File: config.mk
export PLATFORM = sky130hd
export DESIGN_NAME = hardreg_arb
export DESIGN_NICKNAME = d
export VERILOG_FILES = /design/src/rtl/hardreg_arb_pkg.sv /design/src/rtl/hardreg.sv /design/src/rtl/hardreg_arb.sv
export SDC_FILE = /design/constraint.sdc
export NUM_CORES = 1
export LEC_CHECK = 0
export ABC_AREA = 1
export BUFFER_PORTS_ARGS = -buffer_cell sky130_fd_sc_hd__buf_4
export CAP_MARGIN = 20
export CORE_AREA = 2 2 59 61
export DETAILED_ROUTE_END_ITERATION = 10
export DIE_AREA = 0 0 61 63
export PLACE_DENSITY = 0.56
export SLEW_MARGIN = 20
export SYNTH_ARGS = -nofsm -noshare
export SYNTH_HDL_FRONTEND = slang
export SYNTH_SLANG_ARGS = --single-unit
File: constraint.sdc
create_clock -name clk -period 1.1 [get_ports clk]
set_clock_uncertainty 0.2 [all_clocks]
set_input_delay 0.11 -clock clk [delete_from_list [all_inputs] [get_ports clk]]
set_output_delay 0.11 -clock clk [all_outputs]
set_load 0.1 [all_outputs]
File: src/rtl/hardreg_arb_pkg.sv
// Shared types and constants for the two-requester shared-register arbiter.
package hardreg_arb_pkg;

    typedef enum logic [1:0] {
        IDLE  = 2'd0,
        LOAD  = 2'd1,
        CLEAR = 2'd2
    } state_t;

    localparam int unsigned CNT_W = 8;
    localparam logic [CNT_W-1:0] CNT_MAX = CNT_W'(255);

    // Saturating increment for the write counter.
    function automatic logic [CNT_W-1:0] sat_inc(input logic [CNT_W-1:0] v);
        return (v == CNT_MAX) ? v : v + CNT_W'(1);
    endfunction

endpackage

File: src/rtl/hardreg.sv
// Shared storage register with asynchronous active-low clear.
module hardreg #(
    parameter int unsigned WIDTH = 4
) (
    input  logic [WIDTH-1:0] d,
    input  logic             clk,
    input  logic             clrb,
    output logic [WIDTH-1:0] q
);

    always_ff @(posedge clk or negedge clrb) begin
        if (!clrb) q <= '0;
        else       q <= d;
    end

endmodule

File: src/rtl/hardreg_arb.sv
// Round-robin arbiter granting two requesters write access to one shared
// register, with a synchronous clear request and a saturating write counter.
module hardreg_arb
    import hardreg_arb_pkg::*;
#(
    parameter int unsigned WIDTH = 4
) (
    input  logic             clk,
    input  logic             clr,
    input  logic             req0,
    input  logic             req1,
    input  logic [WIDTH-1:0] data0,
    input  logic [WIDTH-1:0] data1,
    input  logic             clr_req,
    output logic             gnt0,
    output logic             gnt1,
    output logic [WIDTH-1:0] qout,
    output logic             busy,
    output logic [CNT_W-1:0] wr_cnt
);

    state_t             state;
    state_t             state_next;
    logic               ptr;
    logic               ptr_next;
    logic               pick1;
    logic [WIDTH-1:0]   wr_reg;
    logic [WIDTH-1:0]   wr_next;
    logic [WIDTH-1:0]   reg_d;
    logic [CNT_W-1:0]   cnt_next;
    logic               gnt0_next;
    logic               gnt1_next;
    logic               busy_next;
    logic               clrb;

    // Next-state, arbitration and write-capture decisions.
    always_comb begin
        state_next = state;
        ptr_next   = ptr;
        wr_next    = wr_reg;
        cnt_next   = wr_cnt;
        gnt0_next  = 1'b0;
        gnt1_next  = 1'b0;
        pick1      = req1 & (~req0 | ptr);
        case (state)
            IDLE: begin
                if (clr_req) begin
                    state_next = CLEAR;
                    cnt_next   = '0;
                end else if (req0 | req1) begin
                    state_next = LOAD;
                    gnt0_next  = ~pick1;
                    gnt1_next  = pick1;
                    wr_next    = pick1 ? data1 : data0;
                    ptr_next   = ~pick1;
                    cnt_next   = sat_inc(wr_cnt);
                end
            end
            LOAD:    state_next = IDLE;
            CLEAR:   state_next = IDLE;
            default: state_next = IDLE;
        endcase
        busy_next = (state_next != IDLE);
    end

    always_ff @(posedge clk or posedge clr) begin
        if (clr) begin
            state  <= IDLE;
            ptr    <= 1'b0;
            wr_reg <= '0;
            wr_cnt <= '0;
            gnt0   <= 1'b0;
            gnt1   <= 1'b0;
            busy   <= 1'b0;
        end else begin
            state  <= state_next;
            ptr    <= ptr_next;
            wr_reg <= wr_next;
            wr_cnt <= cnt_next;
            gnt0   <= gnt0_next;
            gnt1   <= gnt1_next;
            busy   <= busy_next;
        end
    end

    // Register recirculates outside LOAD; clr aborts any in-flight write.
    assign reg_d = (state == LOAD) ? wr_reg : qout;
    assign clrb  = ~(clr | (state == CLEAR));

    hardreg #(
        .WIDTH (WIDTH)
    ) u_reg (
        .d    (reg_d),
        .clk  (clk),
        .clrb (clrb),
        .q    (qout)
    );

endmodule

== Yosys cells after proc, flatten, opt, wreduce, memory -nomap -nowiden ==
Cells that the tools add are included.
Operators by class
  bitwise gates (word level): 7
  add/subtract/negate cells: 1
  div/mod/pow operators: 0
  magnitude comparators: 0
  multiplexer cells: 13
  shift-type cells: 0
  multipliers: 0
  eq/ne operators: 4
  reduce and logical (&&, ||, !) cells: 5
Operator list (number)
  $mux 8: 3
  $add 8x1->8 const B: 1
  $eq 8x8->1 const B: 1
  $mux 1: 6
  $mux 2: 3
  $reduce_and 3->1: 2
  $mux 4: 1
  $reduce_bool 2->1: 2
  $not 1->1: 3
  $or 1x1->1: 3
  $eq 2x1->1 const B: 1
  $eq 2x2->1 const B: 1
  $logic_not 2->1: 1
  $ne 2x2->1 const B: 1
  $and 1x1->1: 1
Word-level totals
  register bits after elaboration: 22
  ROM bits: 0
  memories: 0
  input bits: 13
  output and inout port bits: 15
  latch bits: 0
  bits in writable memories: 0

== Logic depth before layout (Yosys ltp) ==
Gate-level depths: netlist of the first run.
  word-level depth: 7
  depth in mapped cells: 8
  gate-level depth less buffers: 8

== Modules after synthesis ==
A second synthesis of the first run with hierarchy kept.
Second synthesis, totals
  cells, all modules: 132
  area, all modules: 1088.5 µm²
By module, submodules not included
  hardreg_arb: area each 988.4 µm², times used 1, cells an instance 128
  hardreg: area each 100.1 µm², times used 1, cells an instance 4

== Worst setup path after synthesis of the first run ==
OpenSTA, ideal clock, no wires.
  path kind: register to register
  from: register wr_cnt[1]
  to: register wr_cnt[6]
  arrival time: 1.950 ns
  buffers on the path: 1
  cell stages (with the launch flop): 9
  slack: -1.133 ns
  library setup time: 0.083 ns
  cells stage by stage: dfrtp_1 > ha_1 > nand2_2 > nor2_2 > nand3_1 > nand3_2 > buf_6 > nand2_1 > o21ai_0
On the way
  longest elaborated chain between the ends: 4
Ends and longest elaborated chain
  from (decl): RTL line hardreg_arb.sv:19  | output logic [CNT_W-1:0] wr_cnt
  from (signal assigned): RTL line hardreg_arb.sv:79  | wr_cnt <= cnt_next;
  $add 8x1->8: RTL line hardreg_arb_pkg.sv:15  | return (v == CNT_MAX) ? v : v + CNT_W'(1);
  $mux 8: RTL line hardreg_arb_pkg.sv:15
  $mux 8: RTL line hardreg_arb.sv:50  | end else if (req0 | req1) begin
  $mux 8: RTL line hardreg_arb.sv:47  | if (clr_req) begin
Several ways; a longest one is shown, not always the timed one. The select of a mux whose other input is x is not followed.
A chain may end at the register's enable or synchronous reset.

== Worst setup path in the final report of the first run ==
  from: register wr_cnt[1]
  to: register wr_cnt[3]
The elaborated chain is that of the path after synthesis.

==> metrics.cfg, run 1 <==
[run_status]
status=finished with violations
violations=hold timing, setup timing

[setup_path]
worstPathRequired_ns=1.14
startpoint_type=flop
crit_family=flip-flops
crit_slowest_cell=dfrtp_4
cp_common_cell=nand3_4
worstPathArrival_ns=1.53
cp-end-kind=flop
rrSetupSlack_ns=-0.40
criticalPathCategory=reg2reg
crit_path_cell_trace=ha_4 -> nand2_4 -> nor2_4 -> nand3_4 -> nand3_4 -> nand2_2 -> o21ai_2
critPathMaxFanout=7
cp_slowest_stage_delay_ns=0.52
critPathBufInv=0

[die]
die_area_sq_um=3840
fp.coreArea_sq_um=3230
ios=28
start_util=0.337
die_h_um=63
rows=21
die_w_um=61

[grt]
antenna_found_initial=0
grt_pass1_vias=1257
grt.overflow.total=0
grt_use_total=0.187
grt_pass1_wl_um=5500
grt_max_degree=19

[layout]
drive_gt1_frac=0.528
final_net_count=227
synthToLayoutAreaGrowth_pct=96.3
n_antenna_cell=0
largest_reg_flops=8
fin_area_sq_um=2140
final_core_util=0.662
final_cells=258

[clocking]
cts_hold_buf=9
insertion_delay_ns=0.31
cts.clk_slew.worst_paths_ns=0.14
cts_max_level=1
clock_sinks=22
cts_buffers=3
root_buffer=clkbuf_4
cts_tree=done
cts_max_path_buffers=2

[power]
irDropWorstVdd_uv=702
power.total_mw=3.59
p_leak_nw=1.00
power_density_nw_per_um2=1680

[sta]
hold_violations=2
finalSetupTns_ns=-9.35
finalCriticalPeriod_ns=1.50
slew_viol_final=0
setup_slack_ns=-0.395
relSlewSlack=0.738
fin_crit_sh=1.36
max_freq_mhz=669
hold-worst-slack_ns=-0.0829
rsz0062_at_grt=yes
worst_pin_slew_ns=0.392
setup_violations=37

[synthesis]
synthDistinctLibCells=23
seq_area_frac_synth=0.505
synthArstFlopShare=1.00
synth_area_sq_um=1090
synthFlopType=dfrtp_1
synthTopCellsByArea=dfrtp_1, nand2_1, inv_1, nor2_1, nand3_1
synth_area_leader_cell=dfrtp_1
synthTopCellsByCount=nand2_1, dfrtp_1, inv_1
synth_edf_count=0
syn_inst=136
yosys_warnings=0
synth_most_common_cell=nand2_1
syn_area_per_cell_sq_um=8.01
synth-seq-cells=22
yosysTopAreaCellShare=0.505
synth_nets=150

[hold_path]
hold_class=in2reg

[routing]
drt_iter0_markers=26
viasPerCell=4.57
met3_wirelength_um=120
top_layer_used=met4
wl_um=3250
wire_per_inst_um=12.6
route.detailed.drc=0
wl_met2_um=1750
drt-met1-wl_um=1370
antenna_left=0
dr_total_vias=1179
firstDrtPassIters=4

[place]
dpl_worst_slack_ns=-0.541
place.gp.congestion=0.805
dp.cells=229
placed_area_sq_um=1550
io_buffers=27
dp_hpwl_um=2020

[run]
drv_cap=0

## path summary, 6_finish.rpt
kind	start	end	cells past startpoint
setup / recovery	wr_cnt[1]	wr_cnt[3]	7
hold / removal	clr_req	state[1]	4
setup reg to reg	wr_cnt[1]	wr_cnt[3]	7
hold reg to reg	state[1]	u_reg.q[0]	2
max in group asynchronous	state[0]	u_reg.q[3]	3
min in group asynchronous	clr	u_reg.q[0]	3
## tightest hold or removal path, stage by stage
cell and delay, ns:
buf_4 0.11, nand2_4 0.05, buf_6 0.11, inv_2 0.03
## cell type report
cell class                      instances  area (sq um)
Inverter                               20          75.1
Sequential cell                        22           574
Multi-Input combinational cell         92           577
Clock inverter                          1          30.0
Timing Repair Buffer                   74           803
Clock buffer                            3          22.5
Fill cell                             233          1090
Tap cell                               46          57.6
## cells by family after synthesis
| group | synth area share |
|---|---|
| and+or+nand+nor | 0.281 |
| DFF | 0.505 |
| buffers and inverters | 0.0895 |
| AOI/OAI and AO/OA | 0.113 |
| adders and majority gates | 0.0115 |
## metal layers
metal	track usage	vias up
li1	-	586
met1	0.251	558
met2	0.301	31
met3	0.0352	4
met4	0.0516	0
met5	0	-
## layout by cell type (no fill, tap or decap), types with 2 or more instances in the layout
| cell type | count |
|---|---|
| o21bai_1 | 2 |
| nand2_1 | 30 |
| dfrtp_4 | 2 |
| buf_6 | 18 |
| nor2_2 | 2 |
| o21ai_2 | 3 |
| o21ai_1 | 10 |
| nand2_2 | 6 |
| buf_12 | 12 |
| inv_2 | 2 |
| inv_1 | 17 |
| clkbuf_4 | 3 |
| nand2_4 | 3 |
| buf_4 | 34 |
| dfrtp_2 | 13 |
| nand3_1 | 9 |
| dfrtp_1 | 7 |
| nor2_1 | 8 |
| nor2_4 | 6 |
| dlygate4sd3_1 | 9 |
| o211ai_1 | 4 |
| nand3b_1 | 2 |
| nand3_4 | 3 |
## repair_timing
action                                  in CTS  in global routing
endpoints found under the setup margin      37                 37
pin swaps                                   15                 14
gates resized for setup                     71                 20
hold endpoints to repair                    29                  2
cloned                                       1                  0
buffers inserted                            15                  7
## report_power, final
part / internal (mW) / switching (mW)
Clock: 0.369 / 0.275
Sequential: 0.983 / 0.117
Combinational: 0.713 / 1.14
(Power assumes the default switching activity.)
==> run 2: changes to the inputs <==
- CORE_AREA: 2 2 59 61 -> 2 2 50 52
- DIE_AREA: 0 0 61 63 -> 0 0 52 54
- PLACE_DENSITY: 0.56 -> 0.74
==> run 2 against run 1 <==
  * The run still ends with hold timing, setup timing left
  * Routed wire length up 21%
  * Clock power increased by 1%
  * Register-to-register slack lost 0.11 ns
  * Utilization increased by 22 points
  * Combinational power is 2% higher
  * Critical endpoint is now wr_reg[3]
==> metrics.cfg, run 2 (synthesis results as in run 1) <==
[sta]
finalCriticalPeriod_ns=1.61
relSlewSlack=0.744
hold_violations=2
finalSetupTns_ns=-10.76
worst_pin_slew_ns=0.383
rsz0062_at_grt=yes
hold-worst-slack_ns=-0.0460
setup_violations=37
fin_crit_sh=1.46
max_freq_mhz=623
setup_slack_ns=-0.506
slew_viol_final=0

[setup_path]
cp-end-kind=flop
reg2reg_depth=6
worstPathRequired_ns=1.13
crit_start=state[1]
criticalPathCategory=reg2reg
critPathBufInv=1
crit_family=flip-flops
rrSetupSlack_ns=-0.51
cp_slowest_stage_delay_ns=0.45
crit_path_cell_trace=nor2_4 -> nand2_1 -> nor2_4 -> buf_6 -> o211ai_1 -> o21ai_0
worstPathArrival_ns=1.63
regToRegStartpoint=state[1]
r2r_end=wr_reg[3]
critPathMaxFanout=9
crit_slowest_cell=dfrtp_1
cp_common_cell=nor2_4
startpoint_type=flop

[place]
placed_area_sq_um=1520
dpl_worst_slack_ns=-0.542
dp.cells=212
place.gp.congestion=0.814
io_buffers=27
dp_hpwl_um=1890

[layout]
final_core_util=0.885
drive_gt1_frac=0.522
n_antenna_cell=0
final_cells=237
synthToLayoutAreaGrowth_pct=88.3
final_net_count=222
final_common_cell=buf_4
largest_reg_flops=8
n_fill_cell=99
layout_common_cells=buf_4, nand2_1, inv_1
fin_area_sq_um=2050

[grt]
grt_use_total=0.281
grt_pass1_wl_um=5590
antenna_found_initial=0
grt.overflow.total=0
grt_max_degree=19
grt_pass1_vias=1210

[routing]
viasPerCell=5.43
drt_iter0_markers=53
antenna_left=0
wl_um=3950
route.detailed.drc=0
dr_total_vias=1288
firstDrtPassIters=4
wire_per_inst_um=16.7

[clocking]
cts_tree=done
cts_buffers=3
insertion_delay_ns=0.33
cts_max_level=1
cts_max_path_buffers=2
cts_hold_buf=10
root_buffer=clkbuf_4
cts.clk_slew.worst_paths_ns=0.14
clock_sinks=22

[die]
ios=28
die_h_um=54
rows=18
die_w_um=52
start_util=0.470
fp.coreArea_sq_um=2320
die_area_sq_um=2810

[power]
irDropWorstVdd_uv=1550
power.total_mw=3.65
power_density_nw_per_um2=1780
p_leak_nw=0.965

[hold_path]
holdPathEnd=gnt1
hold_class=in2reg
whs_path_depth=3
holdCritStartpoint=req1

[run_status]
status=finished with violations
violations=hold timing, setup timing

[run]
drv_cap=0

## run 2: cell types whose count changed in the layout (fill, tap and decap cells not counted), sizes merged
| cell | previous run | this run |
|---|---|---|
| dlygate4sd3 | 9 | 10 |
| buf | 65 | 59 |
## run 2: how the worst max path moves through the flow
| stage | slack [ns] | cells past startpoint | to |
|---|---|---|---|
| finish | -0.51 | 6 | wr_reg[3] |
| global route | -0.53 | 6 | wr_reg[3] |
| CTS | -0.39 | 7 | wr_cnt[3] |
| detailed placement | -0.54 | 7 | wr_cnt[3] |
| global placement | -0.48 | 7 | wr_cnt[7] |
| floorplan | -0.62 | 8 | wr_cnt[6] |
## run 2: layer usage
metal	up-vias	wire, um	track usage
met5	-	0	0
met4	0	191	0.154
met3	26	253	0.0639
met2	69	2020	0.456
met1	617	1490	0.349
li1	576	-	-
## run 2: layout make-up
type	count	area [sq um]	share of cell area
inverter	20	75.1	0.0366
clock buffer	3	22.5	0.0110
timing repair buffer	69	741	0.361
clock inverter	1	30.0	0.0146
multi-input combinational	92	572	0.279
sequential	22	574	0.280
tap	30	37.5	0.0183
## run 2: worst min-delay path: stages
cell and delay [ns]:
buf_4 0.11, nand2_2 0.17, nor2_1 0.06
## run 2: power by group
| group | leakage, nW | internal [mW] | switching [mW] |
|---|---|---|---|
| combinational | 0.673 | 0.711 | 1.18 |
| clock | 0.0279 | 0.369 | 0.283 |
| sequential | 0.264 | 0.983 | 0.125 |
| total | 0.965 | 2.06 | 1.59 |
## run 2: timing repair
action	4_1_cts	5_1_grt
hold endpoints to repair	29	2
pin swaps	9	11
endpoints found under the setup margin	37	37
resized for setup	51	26
setup buffers	9	2
cloned	1	0
